$ cat config.mk
export PLATFORM = sky130hd
export DESIGN_NAME = count_monitor
export DESIGN_NICKNAME = d
export VERILOG_FILES = /design/src/rtl/count_monitor.sv
export SDC_FILE = /design/constraint.sdc
export NUM_CORES = 1
export LEC_CHECK = 0
export ABC_AREA = 1
export CORE_MARGIN = 2
export CORE_UTILIZATION = 55
export DETAILED_ROUTE_END_ITERATION = 10
export GPL_TIMING_DRIVEN = 1
export PLACE_DENSITY = 0.87
export SYNTH_ARGS = -nofsm -noshare
export SYNTH_HDL_FRONTEND = slang
export SYNTH_SLANG_ARGS = --single-unit
$ cat constraint.sdc
create_clock -name clk -period 5.6 [get_ports clk]
set_clock_uncertainty 0.2 [all_clocks]
set_input_delay 1.68 -clock clk [delete_from_list [all_inputs] [get_ports clk]]
set_output_delay 1.68 -clock clk [all_outputs]
set_load 0.02 [all_outputs]
$ cat src/rtl/count_monitor.sv
// rtl/count_monitor.sv - up/down counter bus monitor: direction decode, lock tracking, sequence error count
module count_monitor #(
  parameter int unsigned LOCK_N = 3
) (
  input  logic       clk,
  input  logic       reset,
  input  logic [3:0] count_in,
  input  logic       valid_in,
  input  logic       clr_err,
  output logic [1:0] dir_out,
  output logic       locked,
  output logic       err_pulse,
  output logic [7:0] err_count
);

  typedef enum logic {SEARCH, LOCKED} state_t;

  localparam logic [3:0] LOCK_VAL = 4'(LOCK_N);
  localparam logic [1:0] DIR_UNKNOWN = 2'b00;
  localparam logic [1:0] DIR_UP      = 2'b01;
  localparam logic [1:0] DIR_DOWN    = 2'b10;
  localparam logic [1:0] DIR_HOLD    = 2'b11;

  state_t     state_q, state_d;
  logic [3:0] prev_q, prev_d;
  logic       have_prev_q, have_prev_d;
  logic [3:0] run_q, run_d;
  logic       run_dir_q, run_dir_d;
  logic [1:0] dir_out_q, dir_out_d;
  logic       locked_q, locked_d;
  logic       err_pulse_q, err_pulse_d;
  logic [7:0] err_count_q, err_count_d;

  logic [3:0] delta;
  logic       is_up, is_down, is_hold, is_step, step_dir;

  // Classify the incoming sample against the previous one (mod-16, so wrap is a unit step)
  always_comb begin
    delta    = count_in - prev_q;
    is_up    = (delta == 4'd1);
    is_down  = (delta == 4'd15);
    is_hold  = (delta == 4'd0);
    is_step  = is_up | is_down;
    step_dir = is_down;
  end

  // Next-state logic for the lock FSM, run tracking and error counter
  always_comb begin
    state_d     = state_q;
    prev_d      = prev_q;
    have_prev_d = have_prev_q;
    run_d       = run_q;
    run_dir_d   = run_dir_q;
    dir_out_d   = dir_out_q;
    locked_d    = locked_q;
    err_pulse_d = 1'b0;
    err_count_d = err_count_q;

    if (valid_in) begin
      prev_d = count_in;
      if (!have_prev_q) begin
        // First sample only seeds the history
        have_prev_d = 1'b1;
      end else begin
        case (state_q)
          SEARCH: begin
            if (is_step) begin
              if ((step_dir == run_dir_q) && (run_q != 4'd0)) begin
                run_d = run_q + 4'd1;
              end else begin
                run_d     = 4'd1;
                run_dir_d = step_dir;
              end
              if (run_d == LOCK_VAL) begin
                state_d   = LOCKED;
                locked_d  = 1'b1;
                dir_out_d = run_dir_d ? DIR_DOWN : DIR_UP;
              end
            end else if (!is_hold) begin
              // A jump while searching just restarts the run; nothing is reported
              run_d = 4'd0;
            end
          end
          LOCKED: begin
            if (is_up) begin
              dir_out_d = DIR_UP;
            end else if (is_down) begin
              dir_out_d = DIR_DOWN;
            end else if (is_hold) begin
              dir_out_d = DIR_HOLD;
            end else begin
              err_pulse_d = 1'b1;
              if (err_count_q != 8'hff) begin
                err_count_d = err_count_q + 8'd1;
              end
              state_d   = SEARCH;
              locked_d  = 1'b0;
              dir_out_d = DIR_UNKNOWN;
              run_d     = 4'd0;
            end
          end
          default: begin
            state_d = SEARCH;
          end
        endcase
      end
    end

    // Clearing wins over history but still records an error arriving on the same edge
    if (clr_err) begin
      err_count_d = err_pulse_d ? 8'd1 : 8'd0;
    end
  end

  // State and registered outputs, asynchronously cleared
  always_ff @(posedge clk or negedge reset) begin
    if (!reset) begin
      state_q     <= SEARCH;
      prev_q      <= 4'd0;
      have_prev_q <= 1'b0;
      run_q       <= 4'd0;
      run_dir_q   <= 1'b0;
      dir_out_q   <= DIR_UNKNOWN;
      locked_q    <= 1'b0;
      err_pulse_q <= 1'b0;
      err_count_q <= 8'd0;
    end else begin
      state_q     <= state_d;
      prev_q      <= prev_d;
      have_prev_q <= have_prev_d;
      run_q       <= run_d;
      run_dir_q   <= run_dir_d;
      dir_out_q   <= dir_out_d;
      locked_q    <= locked_d;
      err_pulse_q <= err_pulse_d;
      err_count_q <= err_count_d;
    end
  end

  assign dir_out   = dir_out_q;
  assign locked    = locked_q;
  assign err_pulse = err_pulse_q;
  assign err_count = err_count_q;

endmodule

==> results of run 1 <==
state kept, by name (all words and copies together) (netlist names):
signal and count:
locked 1, have_prev_q 1, state_q 1, run_q 4, prev_q 4, run_dir_q 1, err_pulse 1, dir_out 2
err_count 8
cells in the final DEF, fill, tap and decap left out, drive strengths merged:
cell type	instances
a21oi	7
clkbuf	4
nand3b	1
o211ai	1
clkdlybuf4s50	19
nor3	4
fa	1
nand2	48
inv	24
ha	6
o31ai	2
dfrtp	23
or3	1
nand3	16
nor2	16
or2	1
nand4	1
o21ai	13
xnor2	2
xor2	3
final cells by class:
class,count,area (sq um)
Fill cell,211,802
Multi-Input combinational cell,123,708
Sequential cell,23,576
Timing Repair Buffer,19,190
Inverter,24,92.6
Tap cell,30,37.5
Clock buffer,4,26.3
through the flow:
step / power (uW) / cell area (sq um) / hold WS (ps)
4_1_cts: 441 / 1630 / 304
5_1_grt: 474 / 1630 / 320
2_1_floorplan: 307 / 1380 / 239
3_5_place_dp: 362 / 1600 / 273
6_report: 437 / 1630 / 308
3_3_place_gp: 353 / 1600 / 252
worst max path at each step:
stage	start	end	cells after the start	slack, ps
finish	count_in[0]	dir_out[1]	14	1750
global route	count_in[0]	dir_out[0]	14	1500
CTS	count_in[0]	dir_out[1]	14	1760
detailed placement	count_in[0]	dir_out[1]	13	1420
global placement	count_in[0]	dir_out[1]	14	1500
floorplan	count_in[0]	dir_out[0]	12	2050
worst register-to-register path: stages (launching register included):
cell	delay [ps]
dfrtp_1	370
ha_1	140
inv_1	60
fa_1	370
xnor2_1	250
inv_1	60
nor2_1	190
nand3_1	130
a21oi_1	210
nand3_2	140
nand2_1	100
nand2_1	50
nand2_1	60
per-layer routing:
layer	track usage	vias to the layer above	routed length, um
met5	0	-	0
met2	0.382	21	1370
met3	0.0417	4	79
li1	-	592	-
met4	0.0750	0	32
met1	0.278	547	1160
power by group:
group	switching [uW]	internal (uW)
clock	51.0	27.9
combinational	91.9	59.5
sequential	18.3	188
kinds of logic (layout without fill, tap and decap cells):
| logic type | after synthesis | after routing |
|---|---|---|
| DFF | 23 | 23 |
| buffers and inverters | 25 | 47 |
| xor gates and xnor gates | 5 | 5 |
| and+or+nand+nor | 88 | 88 |
| AOI/OAI and AO/OA | 23 | 23 |
| adders and majority gates | 7 | 7 |
==> results by group, run 1 <==
Place
  – Dpl ws: between 1000 and 1500 ps
  – DP HPWL: roughly 2100 um
  – RePlAce Congestion: 0.844
  – Placed cells: 219
  – IO buf count: 19

Synth
  – Netlist cell types: 27
  – Synth Instances: about 170
  – Synth Area in Adders: 0.0688
  – Share of the synthesized area in the top cell type: 0.417
  – Simple-Gate Fraction of Synth Area: 0.312
  – Sequential-to-total area share from yosys stat: 0.417
  – Main combinational cell family by area after synthesis: simple AND/OR/NAND/NOR gates
  – Compound-Gate Fraction of Synth Area: 0.101
  – Synthesis warning total: 0
  – Mux contribution to synthesized area: 0
  – Synth area leader: dfrtp_1
  – Most frequent cell after synthesis: nand2_1
  – Post-synthesis xor/xnor area fraction: 0.0317
  – Syn Std Cell Area: ~1400 sq um
  – Async SR Flop Fraction: 1.00
  – Synth top cells by count: nand2_1, dfrtp_1, inv_1
  – Synth Net Count: 186
  – Top cells by area, synth: dfrtp_1, nand2_1, inv_1
  – #FFs+latches synth: 23
  – Post-synth EDFFs: 0
  – Syn Area/Cell: roughly 8 sq um
  – Primary FF master, synth: dfrtp_1

GRT
  – Initial antenna violation count: 0
  – Total grt overflow: 0
  – First-pass GRT wire length: between 4000 and 5000 um
  – Vias in the first global route: 1158
  – Largest net degree at the start of global routing: 24
  – GRT Util Overall: 0.222

Setup path
  – CP Launch Type: input pin
  – R2r startpoint: prev_q[0]
  – CP Class: in2reg
  – Critical Path RT: around 5700 ps
  – Reg2reg path depth: 12
  – CP Cell Sequence: clkdlybuf4s50_1 > inv_1 > ha_1 > inv_1 > fa_1 > xnor2_1 > inv_1 > nor2_1 > nand3_1 > a21oi_1 > nand3_2 > nand2_1 > nand2_1 > nand2_1
  – Crit-path leading delay family: simple AND/OR/NAND/NOR gates
  – Worst EP arrival: 3920 ps
  – CP max stage delay: just under 400 ps
  – Setup slack, reg-to-reg: 3220 ps
  – Reg-to-reg endpoint: dir_out[1]
  – Buffers and inverters on the worst path: 4
  – Slowest cell on crit path: clkdlybuf4s50_1
  – Crit end category: flop
  – Crit path max fanout: 4

Timing
  – Final setup viols: 0
  – Fmax: 259 MHz
  – Final min period: between 3000 and 4000 ps
  – Slew Viols, Final: 0
  – Worst-Margin Slew: around 1000 ps
  – Post-route setup slack: around 1700 ps
  – Setup TNS: 0 ps
  – Final period util: 0.688
  – Final hold vios: 0
  – Rel. slew slack: 0.332
  – RSZ-0062 raised after global routing: no

Detailed routing
  – Antenna Nets Post-Route: 0
  – Via density: ~5.2
  – DRC: 0
  – Detailed Route Iter0 Violations: 23
  – WL final: roughly 2600 um
  – First drt pass iteration count: 4
  – Via count: roughly 1200
  – Post-DR wirelength/cell: between 10 and 15 um

Job
  – Max Cap Violations: 0

Clocking
  – Clk root buf: clkbuf_4
  – Worst skew pair latency: around 320 ps
  – Hold buffer count at cts: 0
  – Clk pin slew, worst setup/hold paths: 130 ps
  – CTS resizes: 0
  – CTS tree: yes
  – Clk sinks: 23
  – Clk buf depth: 2
  – TritonCTS Buffers: 3
  – Setup bufs post-CTS: 0
  – H-tree levels: 1

Floorplan
  – Core area: 2430 sq um
  – Die Area: around 2900 sq um
  – Die width: 54.1 um
  – Starting Density: 0.568
  – Rows: 18
  – Io pins: 20
  – Die Height: approximately 54 um

Worst hold path
  – HP Start: have_prev_q
  – Hold Crit Class: reg2reg
  – Hold Crit Endpoint: have_prev_q
  – Worst hold stages: 1

Finish
  – Post-layout net count: between 200 and 250
  – Area Overhead vs Synth: 18.0%
  – Post-layout util: 0.670
  – Share of layout cells above drive strength 1: 0.114
  – Number of diodes: 0
  – Finished Layout Cells: between 200 and 250

Pwr
  – Max VDD drop: around 210 uV
  – Power per cell area: ~270 nW/um^2
  – Static leakage: approximately 0.00078 uW

Status
  – Outcome: completed
No activity file was read; power rests on OpenSTA's default activity.
==> inputs of run 2 (changes only) <==
Settings changed: CORE_UTILIZATION 55 to 53, PLACE_DENSITY 0.87 to 0.84.
Clock period 5.6 ns to 3.57 ns, I/O delays scaled along.
==> run 2 against run 1 <==
Against the previous run: non-clock buffer count grew 1; count of clock-buffer cells in the layout down 1; register-to-register slack lost 2100 ps; critical path depth did not move; sequential cell count stayed put; clock power rose by 58%; core utilization down 0.87 points; critical path type unchanged; highest routed layer unchanged.
==> results by group, run 2 (same netlist as run 1, synthesis figures left out) <==
Setup path
  – Crit path max fanout: 4
  – Setup slack, reg-to-reg: 1160 ps
  – Slowest cell on crit path: clkdlybuf4s50_1
  – Worst EP arrival: between 3000 and 4000 ps
  – Reg2reg path depth: 12
  – CP Class: in2reg
  – Reg-to-reg endpoint: dir_out[1]
  – CP Launch Type: input pin
  – R2r startpoint: prev_q[0]
  – Critical Path Source: count_in[0]
  – Crit-path leading delay family: simple AND/OR/NAND/NOR gates
  – CP Cell Sequence: clkdlybuf4s50_1 > inv_1 > ha_1 > inv_1 > fa_1 > xnor2_1 > inv_1 > nor2_1 > nand3_1 > a21oi_1 > nand3_2 > nand2_1 > nand2_1 > nand2_1
  – Critical Path RT: around 3600 ps
  – Crit end category: flop
  – Buffers and inverters on the worst path: 4
  – CP max stage delay: around 400 ps

Detailed routing
  – Post-DR wirelength/cell: about 12 um
  – Via density: about 5.3
  – Via count: 1183
  – Antenna Nets Post-Route: 0
  – First drt pass iteration count: 4
  – DRC: 0
  – Detailed Route Iter0 Violations: 30
  – WL final: approximately 2800 um

Finish
  – Number of diodes: 0
  – Post-layout net count: 210
  – Fillers: about 210
  – Largest register FFs: 8
  – Post-layout util: 0.662
  – Most frequent cells in the layout: nand2_1, inv_1, dfrtp_1
  – Most common cell after layout, fill and taps aside: nand2_1
  – Share of layout cells above drive strength 1: 0.124
  – Area Overhead vs Synth: 18.7%

Floorplan
  – Rows: 18
  – Die Area: 3030 sq um
  – Die width: about 55 um
  – Io pins: 20
  – Core area: between 2000 and 2500 sq um
  – Starting Density: 0.558
  – Die Height: approximately 55 um

Timing
  – RSZ-0062 raised after global routing: no
  – Min Hold Slack: roughly 290 ps
  – Final min period: 3250 ps
  – Worst-Margin Slew: between 300 and 400 ps
  – Slew Viols, Final: 0
  – Final hold vios: 0
  – Fmax: just over 300 MHz
  – Rel. slew slack: 0.766
  – Setup TNS: 0 ps
  – Final period util: 0.911
  – Final setup viols: 0

GRT
  – Largest net degree at the start of global routing: 24
  – Total grt overflow: 0
  – First-pass GRT wire length: around 4600 um
  – Vias in the first global route: between 1000 and 1500
  – GRT Util Overall: 0.212
  – Initial antenna violation count: 0

Clocking
  – H-tree levels: 1
  – Setup bufs post-CTS: 0
  – Clk sinks: 23
  – Clk pin slew, worst setup/hold paths: 130 ps
  – CTS resizes: 0
  – Hold buffer count at cts: 0
  – TritonCTS Buffers: 3
  – Clk root buf: clkbuf_4
  – Clk buf depth: 2
  – CTS tree: yes
  – Worst skew pair latency: 320 ps

Pwr
  – Static leakage: between 0.0007 and 0.0008 uW
  – Power per cell area: 420 nW/um^2
  – Max VDD drop: about 350 uV
  – Total chip power: between 600 and 700 uW

Worst hold path
  – Worst hold stages: 1
  – HP Start: have_prev_q
  – Hold Crit Endpoint: have_prev_q
  – Hold Crit Class: reg2reg

Place
  – RePlAce Congestion: 0.797
  – IO buf count: 19
  – DP HPWL: about 2200 um

Job
  – Max Cap Violations: 0

Status
  – Outcome: completed
-- run 2: cell types whose count changed in the layout (fill, tap and decap cells not counted) --
cell	delta
buf_4	+1
clkbuf_1	-1
clkinv_2	+1
-- run 2: worst max path at each step --
stage	slack (ps)	to	depth (start not counted)
2_1_floorplan	630	dir_out[0]	12
3_3_place_gp	100	dir_out[1]	14
3_5_place_dp	-20	dir_out[1]	14
4_1_cts	320	dir_out[1]	14
5_1_grt	120	dir_out[1]	14
6_report	320	dir_out[1]	14
-- run 2: layout make-up --
type,instances,area [sq um],share of cell area
Sequential cell,23,576,0.351
Clock inverter,1,5.00,0.00305
Tap cell,30,37.5,0.0229
Timing Repair Buffer,20,198,0.121
Inverter,24,92.6,0.0565
Clock buffer,3,22.5,0.0137
Multi-Input combinational cell,123,708,0.432
-- run 2: power breakdown --
| part | internal (uW) | switching, uW | total, uW |
|---|---|---|---|
| clock | 42.0 | 82.7 | 125 |
| combinational | 93.1 | 145 | 238 |
| sequential | 295 | 30.1 | 326 |
-- run 2: metal layers --
layer,track usage,share of wire,vias up
met5,0,0,-
met4,0.0772,0.012,0
met3,0.0376,0.035,5
met2,0.337,0.46,23
met1,0.289,0.49,560
li1,-,-,595
-- run 2: per-stage QoR --
step / instances / instance area, sq um / worst slack, ps
6_report: 224 / 1640 / 317
3_3_place_gp: 220 / 1610 / 100
4_1_cts: 224 / 1640 / 325
2_1_floorplan: 171 / 1380 / 631
3_5_place_dp: 220 / 1610 / -24.0
5_1_grt: 224 / 1640 / 121
==> inputs of run 3 (changes only) <==
Settings changed: SKIP_LAST_GASP set to 1.
==> results of run 3 <==
Same layout as run 2: the final DEF is identical, and so are final timing and power.
